$ cat config.mk
export PLATFORM = sky130hd
export DESIGN_NAME = data_cache_flat
export DESIGN_NICKNAME = d
export VERILOG_FILES = /design/src/rtl/data_cache_if.sv /design/src/rtl/data_cache.sv /design/src/flat_wrapper.sv
export SDC_FILE = /design/constraint.sdc
export NUM_CORES = 1
export LEC_CHECK = 0
export BUFFER_PORTS_ARGS = -buffer_cell sky130_fd_sc_hd__buf_4
export CAP_MARGIN = 15
export CELL_PAD_IN_SITES_DETAIL_PLACEMENT = 1
export CELL_PAD_IN_SITES_GLOBAL_PLACEMENT = 1
export CORE_MARGIN = 5
export CORE_UTILIZATION = 55
export CTS_CLUSTER_SIZE = 40
export DETAILED_ROUTE_END_ITERATION = 10
export PLACE_DENSITY_LB_ADDON = 0.1
export RECOVER_POWER = 50
export SYNTH_ARGS = -nofsm -noshare
export SYNTH_HDL_FRONTEND = slang
export SYNTH_SLANG_ARGS = --single-unit
$ cat constraint.sdc
create_clock -name clk -period 33 [get_ports clk]
set_input_delay 3.3 -clock clk [delete_from_list [all_inputs] [get_ports clk]]
set_output_delay 3.3 -clock clk [all_outputs]
set_load 0.03 [all_outputs]
$ cat src/rtl/data_cache_if.sv
// ============================================================================
// Module      : data_cache_if
// Description : Core-side and memory-side bus bundle for data_cache.
// Revision    : 1.0 - initial release
// ============================================================================
`default_nettype none

interface data_cache_if;
  // core side
  logic         proc_read;
  logic         proc_write;
  logic [29:0]  proc_addr;
  logic [31:0]  proc_wdata;
  logic         proc_stall;
  logic [31:0]  proc_rdata;
  // memory side
  logic         mem_read;
  logic         mem_write;
  logic [27:0]  mem_addr;
  logic [127:0] mem_wdata;
  logic [127:0] mem_rdata;
  logic         mem_ready;

  modport slave (
    input  proc_read, proc_write, proc_addr, proc_wdata,
    output proc_stall, proc_rdata,
    output mem_read, mem_write, mem_addr, mem_wdata,
    input  mem_rdata, mem_ready
  );

  modport master (
    output proc_read, proc_write, proc_addr, proc_wdata,
    input  proc_stall, proc_rdata,
    input  mem_read, mem_write, mem_addr, mem_wdata,
    output mem_rdata, mem_ready
  );
endinterface

`default_nettype wire

$ cat src/rtl/data_cache.sv
// ============================================================================
// Module      : data_cache
// Description : Direct-mapped, write-back / write-allocate data cache with
//               4-word lines. Optional hit/miss counters: DCACHE_HIT_COUNTER_EN.
// Revision    : 1.0 - initial release
// ============================================================================
`default_nettype none

module data_cache #(
  parameter int NUM_LINES = 8,
  parameter int INDEX_W   = 3
) (
  input  logic          clk,
  input  logic          proc_reset,
  data_cache_if.slave   bus
`ifdef DCACHE_HIT_COUNTER_EN
  ,
  output logic [31:0]   hit_count,
  output logic [31:0]   miss_count
`endif
);

  localparam int c_tag_w = 28 - INDEX_W;

  typedef enum logic [1:0] {
    IDLE      = 2'd0,
    WRITEBACK = 2'd1,
    ALLOCATE  = 2'd2
  } state_t;

  state_t                 state_q, state_d;
  logic [NUM_LINES-1:0]   valid_q;
  logic [NUM_LINES-1:0]   dirty_q;
  logic [c_tag_w-1:0]     tag_q  [NUM_LINES];
  logic [127:0]           data_q [NUM_LINES];

  logic [INDEX_W-1:0]     w_index;
  logic [c_tag_w-1:0]     w_tag;
  logic [1:0]             w_offset;
  logic [6:0]             w_bitpos;
  logic                   w_req;
  logic                   w_hit;
  logic [127:0]           w_line;
  logic [c_tag_w-1:0]     w_vtag;
  logic [127:0]           w_wr_line;
  logic                   w_fill;
  logic                   w_wr_hit;
  logic                   w_stall;
  logic                   w_mem_read;
  logic                   w_mem_write;
  logic [27:0]            w_mem_addr;

  assign w_offset = bus.proc_addr[1:0];
  assign w_index  = bus.proc_addr[INDEX_W+1:2];
  assign w_tag    = bus.proc_addr[29:INDEX_W+2];
  assign w_bitpos = {w_offset, 5'b0};
  assign w_req    = bus.proc_read | bus.proc_write;
  assign w_line   = data_q[w_index];
  assign w_vtag   = tag_q[w_index];
  assign w_hit    = w_req && valid_q[w_index] && (w_vtag == w_tag);

  // Line image after merging the core's write word; written back on a write hit.
  always_comb begin
    w_wr_line = w_line;
    w_wr_line[w_bitpos +: 32] = bus.proc_wdata;
  end

  always_comb begin
    state_d     = state_q;
    w_stall     = 1'b0;
    w_mem_read  = 1'b0;
    w_mem_write = 1'b0;
    w_mem_addr  = {w_tag, w_index};
    w_fill      = 1'b0;
    w_wr_hit    = 1'b0;
    case (state_q)
      IDLE: begin
        if (w_req) begin
          if (w_hit) begin
            w_wr_hit = bus.proc_write;
          end else begin
            w_stall = 1'b1;
            state_d = (valid_q[w_index] && dirty_q[w_index]) ? WRITEBACK : ALLOCATE;
          end
        end
      end
      WRITEBACK: begin
        w_stall     = 1'b1;
        w_mem_write = 1'b1;
        w_mem_addr  = {w_vtag, w_index};
        if (bus.mem_ready) state_d = ALLOCATE;
      end
      ALLOCATE: begin
        w_stall    = 1'b1;
        w_mem_read = 1'b1;
        if (bus.mem_ready) begin
          w_fill  = 1'b1;
          state_d = IDLE;
        end
      end
      default: state_d = IDLE;
    endcase
  end

  always_ff @(posedge clk) begin
    if (proc_reset) begin
      state_q <= IDLE;
      valid_q <= '0;
      dirty_q <= '0;
    end else begin
      state_q <= state_d;
      if (w_fill) begin
        valid_q[w_index] <= 1'b1;
        dirty_q[w_index] <= 1'b0;
      end else if (w_wr_hit) begin
        dirty_q[w_index] <= 1'b1;
      end
    end
  end

  // Data and tag arrays carry no reset; reset only blocks updates so an
  // abandoned transfer leaves the line untouched.
  always_ff @(posedge clk) begin
    if (!proc_reset) begin
      if (w_fill) begin
        data_q[w_index] <= bus.mem_rdata;
        tag_q[w_index]  <= w_tag;
      end else if (w_wr_hit) begin
        data_q[w_index] <= w_wr_line;
      end
    end
  end

  assign bus.proc_stall = w_stall;
  assign bus.proc_rdata = w_line[w_bitpos +: 32];
  assign bus.mem_read   = w_mem_read;
  assign bus.mem_write  = w_mem_write;
  assign bus.mem_addr   = w_mem_addr;
  assign bus.mem_wdata  = w_line;

`ifdef DCACHE_HIT_COUNTER_EN
  logic [31:0] hit_cnt_q;
  logic [31:0] miss_cnt_q;
  logic        w_idle_hit;
  logic        w_idle_miss;

  assign w_idle_hit  = (state_q == IDLE) && w_hit;
  assign w_idle_miss = (state_q == IDLE) && w_req && !w_hit;

  always_ff @(posedge clk) begin
    if (proc_reset) begin
      hit_cnt_q  <= '0;
      miss_cnt_q <= '0;
    end else begin
      if (w_idle_hit)  hit_cnt_q  <= hit_cnt_q + 32'd1;
      if (w_idle_miss) miss_cnt_q <= miss_cnt_q + 32'd1;
    end
  end

  assign hit_count  = hit_cnt_q;
  assign miss_count = miss_cnt_q;
`endif

  a_mem_excl: assert property (@(posedge clk) !(bus.mem_read && bus.mem_write));

endmodule

`default_nettype wire

$ cat src/flat_wrapper.sv
// flat-port wrapper written by rule: the top's interface ports become plain ports
module data_cache_flat 
#(
  parameter int NUM_LINES = 8,
  parameter int INDEX_W   = 3
)
  (clk, proc_reset, bus_proc_read, bus_proc_write, bus_proc_addr, bus_proc_wdata, bus_proc_stall, bus_proc_rdata, bus_mem_read, bus_mem_write, bus_mem_addr, bus_mem_wdata, bus_mem_rdata, bus_mem_ready);
  data_cache_if bus_i ();
  input  logic clk;
  input  logic proc_reset;
  input wire logic [$bits(bus_i.proc_read)-1:0] bus_proc_read;
  input wire logic [$bits(bus_i.proc_write)-1:0] bus_proc_write;
  input wire logic [$bits(bus_i.proc_addr)-1:0] bus_proc_addr;
  input wire logic [$bits(bus_i.proc_wdata)-1:0] bus_proc_wdata;
  output wire logic [$bits(bus_i.proc_stall)-1:0] bus_proc_stall;
  output wire logic [$bits(bus_i.proc_rdata)-1:0] bus_proc_rdata;
  output wire logic [$bits(bus_i.mem_read)-1:0] bus_mem_read;
  output wire logic [$bits(bus_i.mem_write)-1:0] bus_mem_write;
  output wire logic [$bits(bus_i.mem_addr)-1:0] bus_mem_addr;
  output wire logic [$bits(bus_i.mem_wdata)-1:0] bus_mem_wdata;
  input wire logic [$bits(bus_i.mem_rdata)-1:0] bus_mem_rdata;
  input wire logic [$bits(bus_i.mem_ready)-1:0] bus_mem_ready;
  assign bus_i.proc_read = bus_proc_read;
  assign bus_i.proc_write = bus_proc_write;
  assign bus_i.proc_addr = bus_proc_addr;
  assign bus_i.proc_wdata = bus_proc_wdata;
  assign bus_proc_stall = bus_i.proc_stall;
  assign bus_proc_rdata = bus_i.proc_rdata;
  assign bus_mem_read = bus_i.mem_read;
  assign bus_mem_write = bus_i.mem_write;
  assign bus_mem_addr = bus_i.mem_addr;
  assign bus_mem_wdata = bus_i.mem_wdata;
  assign bus_i.mem_rdata = bus_mem_rdata;
  assign bus_i.mem_ready = bus_mem_ready;
  data_cache #(.NUM_LINES(NUM_LINES), .INDEX_W(INDEX_W)) u_core (.clk(clk), .proc_reset(proc_reset), .bus(bus_i));
endmodule
==> results of run 1 <==
## logic make-up (layout without fill, tap and decap cells)
| kind of cell | Yosys count | count (layout) |
|---|---|---|
| other | 0 | 7 |
| adders and majority gates | 9 | 9 |
| buffers and inverters | 348 | 821 |
| muxes | 292 | 292 |
| and+or+nand+nor | 368 | 368 |
| DFF | 1242 | 1242 |
| xor gates and xnor gates | 11 | 11 |
| AOI/OAI and AO/OA | 747 | 747 |
## final cells by class
cell class              instances  area [um^2]  area share, %
diodes                          7         17.5         0.0304
clock buffers                 165         3470           6.01
clock inverters                63          509          0.883
inverters                     151          567          0.982
multi-input cells            1427        11400           19.7
flip-flops and latches       1242        37100           64.3
well taps                    1176         1470           2.55
repair buffers                442         3160           5.47
## metal layers
layer	global-route usage, %	vias to the layer above
met5	0	-
met2	54.6	2038
met3	7.15	327
met4	13.2	2
met1	45.5	16700
li1	-	12900
## critical path, cell delays in order
cell and delay [ps]:
clkbuf_1 2310, clkbuf_1 1670, inv_1 1060, mux2i_1 500, xnor2_1 100, or3_1 390
nor4_1 310, and4_1 750, nand2_1 560, a211oi_4 360, clkbuf_1 7100
## how the worst max path moves through the flow
stage                     depth (start not counted)                    to  slack, ps
after detailed placement                         11        bus_proc_stall      21850
after global routing                             11  u_core.data_q[4][51]      13660
after floorplan                                  12   u_core.data_q[0][0]      17440
after CTS                                        11        bus_proc_stall      21850
final                                            11  u_core.data_q[7][96]      14310
after global placement                           11        bus_proc_stall      22040
## report_power, final
| part | internal, mW | switching (mW) |
|---|---|---|
| Clock | 0.792 | 0.603 |
| Sequential | 1.74 | 0.00272 |
| Combinational | 0.0984 | 0.222 |
| Total | 2.63 | 0.828 |
## cell usage in the layout (no fill, tap or decap), drive strengths merged, types with 9 or more instances in the layout
master / count
edfxtp: 1224
a22oi: 424
buf: 390
clkbuf: 217
mux2: 167
inv: 157
nand2: 151
o21ai: 151
nand4: 88
mux2i: 68
mux4: 57
clkinv: 49
a221oi: 43
nand3: 37
nor2: 37
a22o: 32
a21oi: 30
dfxtp: 18
o22ai: 16
a211oi: 16
a31oi: 11
nor3: 11
ha: 9
## stage by stage
step / utilization [%] / area (um^2) / setup WS [ps] / hold WS (ps) / cells
floorplan: - / 50200 / 17440 / 449 / 3017
global placement: 60.2 / 54400 / 22040 / 457 / 4436
detailed placement: 60.2 / 54400 / 21850 / 476 / 4438
CTS: 64.6 / 58400 / 21850 / 490 / 4666
global route: 63.9 / 57700 / 13660 / 503 / 4670
finish: 63.9 / 57700 / 14310 / 489 / 4673
## flip-flops by register name, summed over array words and instances (netlist names), named ones only
name / cells
u_core.state_q: 2
u_core.tag_q: 200
u_core.data_q: 1024
u_core.valid_q: 8
==> results.sh, run 1 <==
export IMPL_status="complete, but fails checks"
export IMPL_violations="capacitance limit, slew limit"
export IMPL_core_area_mm2=0.0903
export IMPL_synth_edf_count=1224
export IMPL_post_cts_setup_buffers=0
export IMPL_r2r_start="u_core.tag_q[6][4]"
export IMPL_drc_errors=0
export IMPL_min_period_ps=18700
export IMPL_tns_ps=0
export IMPL_fin_nets=3598
export IMPL_crit_path_start="bus_proc_addr[2]"
export IMPL_power_mw=3.46
export IMPL_nFillCells=8033
export IMPL_synth_top_area_cell="edfxtp_1"
export IMPL_clock_latency_ps=730
export IMPL_via_per_inst=6.85
export IMPL_path_clk_slew_ps=60
export IMPL_ys_flop_type="edfxtp_1"
export IMPL_yosys_area_share_simple_pct=3.62
export IMPL_required_ps=33000
export IMPL_yosys_area_share_xor_xnor_pct=0.192
export IMPL_hold_path_class="flip-flop to flip-flop"
export IMPL_antenna_found_initial=11
export IMPL_fmax_mhz=53.5
export IMPL_routed_top_layer="met5"
export IMPL_vdd_ir_drop_worst_uv=52.8
export IMPL_synth_area_mm2=0.0502
export IMPL_cts_path_max_buffers=3
export IMPL_rsz0062_at_grt="no"
export IMPL_final_setup_skew_ps=31.7
export IMPL_clock_sinks=1242
export IMPL_row_count=110
export IMPL_cts_resized=0
export IMPL_tightest_slew_ps=10280
export IMPL_rr_endpoint="u_core.data_q[7][96]"
export IMPL_synth_top_family_by_area="compound AO/OA/AOI/OAI gates"
export IMPL_firstDrtPassIters=6
export IMPL_die_h_um=312
export IMPL_initial_utilization_pct=55.6
export IMPL_syn_nets=3221
export IMPL_cts_hold_buf=0
export IMPL_wl_met2_mm=80.6
export IMPL_cts_tree="done"
export IMPL_drt_wirelength_per_cell_um=36.0
export IMPL_grt_pass1_wl_mm=239
export IMPL_ys_ff_latch=1242
export IMPL_synthCells=3017
export IMPL_synthTopCellsByCount="1224 x edfxtp_1, 423 x a22oi_1, 151 x nand2_1, 151 x o21ai_0, 147 x inv_1"
export IMPL_hold_depth=2
export IMPL_die_width_um=312
export IMPL_hold_violations=0
export IMPL_fin_crit_sh_pct=56.7
export IMPL_synth_cell_types=56
export IMPL_drt_wl_total_mm=168
export IMPL_gp_congestion=0.836
export IMPL_synth_adder_area_share_pct=0.224
export IMPL_grt_pass1_vias=33100
export IMPL_synthMuxAreaShare_pct=8.58
export IMPL_leakagePower_nw=19.2
export IMPL_overflow=0
export IMPL_worstHoldEndpoint="u_core.valid_q[6]"
export IMPL_drt_met1_wl_mm=62.8
export IMPL_layout_drive_gt1_share_pct=20.1
export IMPL_worstPathArrival_ps=18690
export IMPL_vias=32000
export IMPL_grt_max_degree=129
export IMPL_ant_nets=0
export IMPL_io_buffers=385
export IMPL_io_pins=386
export IMPL_synth_compound_area_share_pct=10.5
export IMPL_setup_viol=0
export IMPL_synthTopCellsByArea="edfxtp_1 73%, a22oi_1 6.3%, mux2_4 3.6%, mux4_2 2.6%, o21ai_0 1.5%"
export IMPL_startpoint_type="input port"
export IMPL_yosysMostFrequentCell="edfxtp_1"
export IMPL_cts_max_level=4
export IMPL_drt_iter0_markers=3870
export IMPL_fp_dieArea_mm2=0.0975
export IMPL_dp_hpwl_mm=100
export IMPL_synthArstFlopShare_pct=0
export IMPL_ys_seq_area_share_pct=73.9
export IMPL_cts_root_buf="clkbuf_16"
export IMPL_critPathKind="input port to flip-flop"
export IMPL_r2r_cells=9
export IMPL_drv_slew=1192
export IMPL_maxCapViolCount=24
export IMPL_crit_path_end_kind="flip-flop"
export IMPL_wl_met3_mm=17.6
export IMPL_pwr_density_cell_mw_per_mm2=60.0
export IMPL_crit_fanout=128
export IMPL_ys_warnings_count=0
export IMPL_netlist_area_leader_share_pct=73.2
export IMPL_hp_start="u_core.valid_q[6]"
export IMPL_avgSynthCellArea_um2=16.6
export IMPL_areaGrowthSynthToFinish_pct=14.9
export IMPL_track_usage_pct=33.8
export IMPL_reg2reg_slack_ps=21310
export IMPL_slew_headroom_pct=-585
export IMPL_cts_buffers=130
(Power assumes the default switching activity.)
==> inputs of run 2 (changes only) <==
--- a/config.mk
+++ b/config.mk
@@ -10,7 +10,7 @@
 export CELL_PAD_IN_SITES_DETAIL_PLACEMENT = 1
 export CELL_PAD_IN_SITES_GLOBAL_PLACEMENT = 1
 export CORE_MARGIN = 5
-export CORE_UTILIZATION = 55
+export CORE_UTILIZATION = 46
 export CTS_CLUSTER_SIZE = 40
 export DETAILED_ROUTE_END_ITERATION = 10
 export PLACE_DENSITY_LB_ADDON = 0.1
==> constraint.sdc (replaced) <==
create_clock -name clk -period 16.2 [get_ports clk]
set_input_delay 1.62 -clock clk [delete_from_list [all_inputs] [get_ports clk]]
set_output_delay 1.62 -clock clk [all_outputs]
set_load 0.03 [all_outputs]
==> run 2 against run 1 <==
The run still ends with capacitance limit, slew limit left; sequential share of layout area fell by 0.46 points; clock-buffer cell count is 7 higher; power is 110% higher; wire length is 1.1% higher; clock power up 110%; die area up 19%; utilization down 10 points; hold slack lost 7.2 ps; critical path type unchanged; largest cell class unchanged; largest power group unchanged.
==> results.sh, run 2 (synthesized netlist as in run 1, its figures left out) <==
export IMPL_status="complete, but fails checks"
export IMPL_violations="capacitance limit, slew limit"
export IMPL_largest_register="u_core.data_q"
export IMPL_cts_resized=0
export IMPL_gp_congestion=0.805
export IMPL_slew_headroom_pct=-113
export IMPL_swShare_pct=23.4
export IMPL_firstDrtPassIters=6
export IMPL_hp_start="u_core.valid_q[4]"
export IMPL_drt_iter0_markers=3009
export IMPL_cts_path_max_buffers=3
export IMPL_core_area_mm2=0.109
export IMPL_post_cts_setup_buffers=0
export IMPL_crit_path_end_kind="flip-flop"
export IMPL_io_pins=386
export IMPL_tns_ps=0
export IMPL_crit_family="buffers and inverters"
export IMPL_layout_cells_non_filler=4908
export IMPL_cts_root_buf="clkbuf_16"
export IMPL_cp_slowest_stage_delay_ps=2000
export IMPL_p_int_mw=5.48
export IMPL_r2r_cells=10
export IMPL_fp_dieArea_mm2=0.116
export IMPL_die_width_um=340
export IMPL_placed_area_mm2=0.0547
export IMPL_die_h_um=340
export IMPL_r2r_start="u_core.tag_q[5][17]"
export IMPL_pwr_share_comb_pct=9.0
export IMPL_path_clk_slew_ps=60
export IMPL_drt_wl_total_mm=170
export IMPL_fin_nets=3594
export IMPL_drc_errors=0
export IMPL_drv_slew=462
export IMPL_dp_hpwl_mm=99.3
export IMPL_grt_pass1_wl_mm=240
export IMPL_tightest_slew_ps=3180
export IMPL_hold_path_class="flip-flop to flip-flop"
export IMPL_areaGrowthSynthToFinish_pct=15.7
export IMPL_final_setup_skew_ps=19.5
export IMPL_fmax_mhz=85.4
export IMPL_grt_pass1_vias=32200
export IMPL_track_usage_pct=28.7
export IMPL_io_buffers=385
export IMPL_overflow=0
export IMPL_drt_wirelength_per_cell_um=34.6
export IMPL_cts_tree="done"
export IMPL_pwr_share_clk_pct=41.3
export IMPL_antenna_found_initial=11
export IMPL_path_cells="buf_4 -> clkbuf_1 -> clkbuf_1 -> inv_1 -> a221o_1 -> a22oi_1 -> xnor2_1 -> nor4_1 -> and4_1 -> nand2_1 -> a211oi_4 -> buf_4 -> buf_4"
export IMPL_row_count=121
export IMPL_seqPwrFrac_pct=49.7
export IMPL_reg2reg_slack_ps=9760
export IMPL_grt_max_degree=129
export IMPL_mostFrequentLayoutCell="edfxtp_1"
export IMPL_path_buf_inv=6
export IMPL_dp_cells=4670
export IMPL_initial_utilization_pct=46.2
export IMPL_cts_max_level=4
export IMPL_cts_hold_buf=0
export IMPL_hold_depth=2
export IMPL_leakagePower_nw=19.1
export IMPL_rr_endpoint="u_core.data_q[7][107]"
export IMPL_crit_fanout=61
export IMPL_p_sw_mw=1.68
export IMPL_finalInstanceArea_mm2=0.0581
export IMPL_clock_sinks=1242
export IMPL_ant_nets=0
export IMPL_cp_slowest_cell="clkbuf_1"
export IMPL_layout_drive_gt1_share_pct=19.0
export IMPL_critPathKind="input port to flip-flop"
export IMPL_pwr_density_cell_mw_per_mm2=123
export IMPL_reg_largest_list="u_core.data_q: 1024 flops, u_core.tag_q: 200 flops, u_core.valid_q: 8 flops"
export IMPL_hold_violations=0
export IMPL_cts_buffers=132
export IMPL_startpoint_type="input port"
export IMPL_vias=31100
export IMPL_rsz0062_at_grt="no"
export IMPL_required_ps=16540
export IMPL_fin_crit_sh_pct=72.3
export IMPL_crit_top_cell="buf_4"
export IMPL_worstPathArrival_ps=12060
export IMPL_layout_common_cells="1224 x edfxtp_1, 424 x a22oi_1, 335 x buf_4"
export IMPL_maxCapViolCount=15
export IMPL_worstHoldEndpoint="u_core.valid_q[4]"
export IMPL_setup_viol=0
export IMPL_via_per_inst=6.33
export IMPL_min_period_ps=11720
export IMPL_largest_register_ffs=1024
export IMPL_vdd_ir_drop_worst_uv=107
export IMPL_clock_latency_ps=740
==> run 2: cell types whose count changed in the layout (fill, tap and decap cells not counted), moves of 4 or more <==
cell / before / now
clkinv_2: 10 / 18
clkbuf_1: 83 / 120
buf_12: 3 / 12
mux2_1: 97 / 108
bufinv_16: 6 / 10
mux2_4: 35 / 26
buf_4: 386 / 335
clkinv_1: 36 / 29
clkbuf_16: 134 / 141
==> run 2: worst max path at each step <==
stage                                start                    end  cells past startpoint
after floorplan           bus_proc_addr[3]    u_core.data_q[0][0]                     12
after global placement    bus_proc_addr[4]  u_core.data_q[7][102]                     13
after detailed placement  bus_proc_addr[3]  u_core.data_q[7][102]                     12
after CTS                 bus_proc_addr[3]  u_core.data_q[7][107]                     12
after global routing      bus_proc_addr[4]   u_core.data_q[7][38]                     13
final                     bus_proc_addr[4]  u_core.data_q[7][107]                     13
==> run 2: worst reg2reg max path: stages (launching register included) <==
cell and delay (ps):
edfxtp_1 370, mux4_2 470, mux2i_1 270, xor2_1 390, nand3_1 160, nor4_1 240, and4_1 650, nand2_1 600
a211oi_4 820, buf_4 940, buf_4 1030
==> run 2: final cells by class <==
type / count / area, um^2
fill: 10200 / 50600
multi-input combinational: 1427 / 11400
tap: 1414 / 1770
clock buffer: 172 / 3640
timing repair buffer: 436 / 3090
sequential: 1242 / 37100
antenna: 5 / 12.5
inverter: 151 / 567
clock inverter: 61 / 537
==> run 2: power groups by stage <==
stage	Sequential (mW)	Clock, mW	Combinational [mW]
final	3.56	2.95	0.647
after global routing	3.55	3.13	0.678
after CTS	3.55	2.99	0.674
after detailed placement	3.62	0	0.671
after global placement	3.62	0	0.659
after floorplan	3.63	0	0.349
==> run 2: metrics by stage <==
stage          hold WS, ps  setup WS, ps  power (mW)  utilization (%)
4_1_cts                484          7540        7.22             54.2
3_5_place_dp           475          6820        4.29             50.3
2_1_floorplan          449          2320        3.98                -
6_report               481          4480        7.15             53.5
3_3_place_gp           462          6950        4.28             50.3
5_1_grt                500          3920        7.37             53.5
==> run 2: routing by layer <==
metal,GRT usage [%],routed length [um],vias up
li1,-,-,12900
met1,39.2,69400,16400
met3,6.95,15100,240
met2,46.3,80200,1490
met4,8.39,5210,2
met5,0,21,-
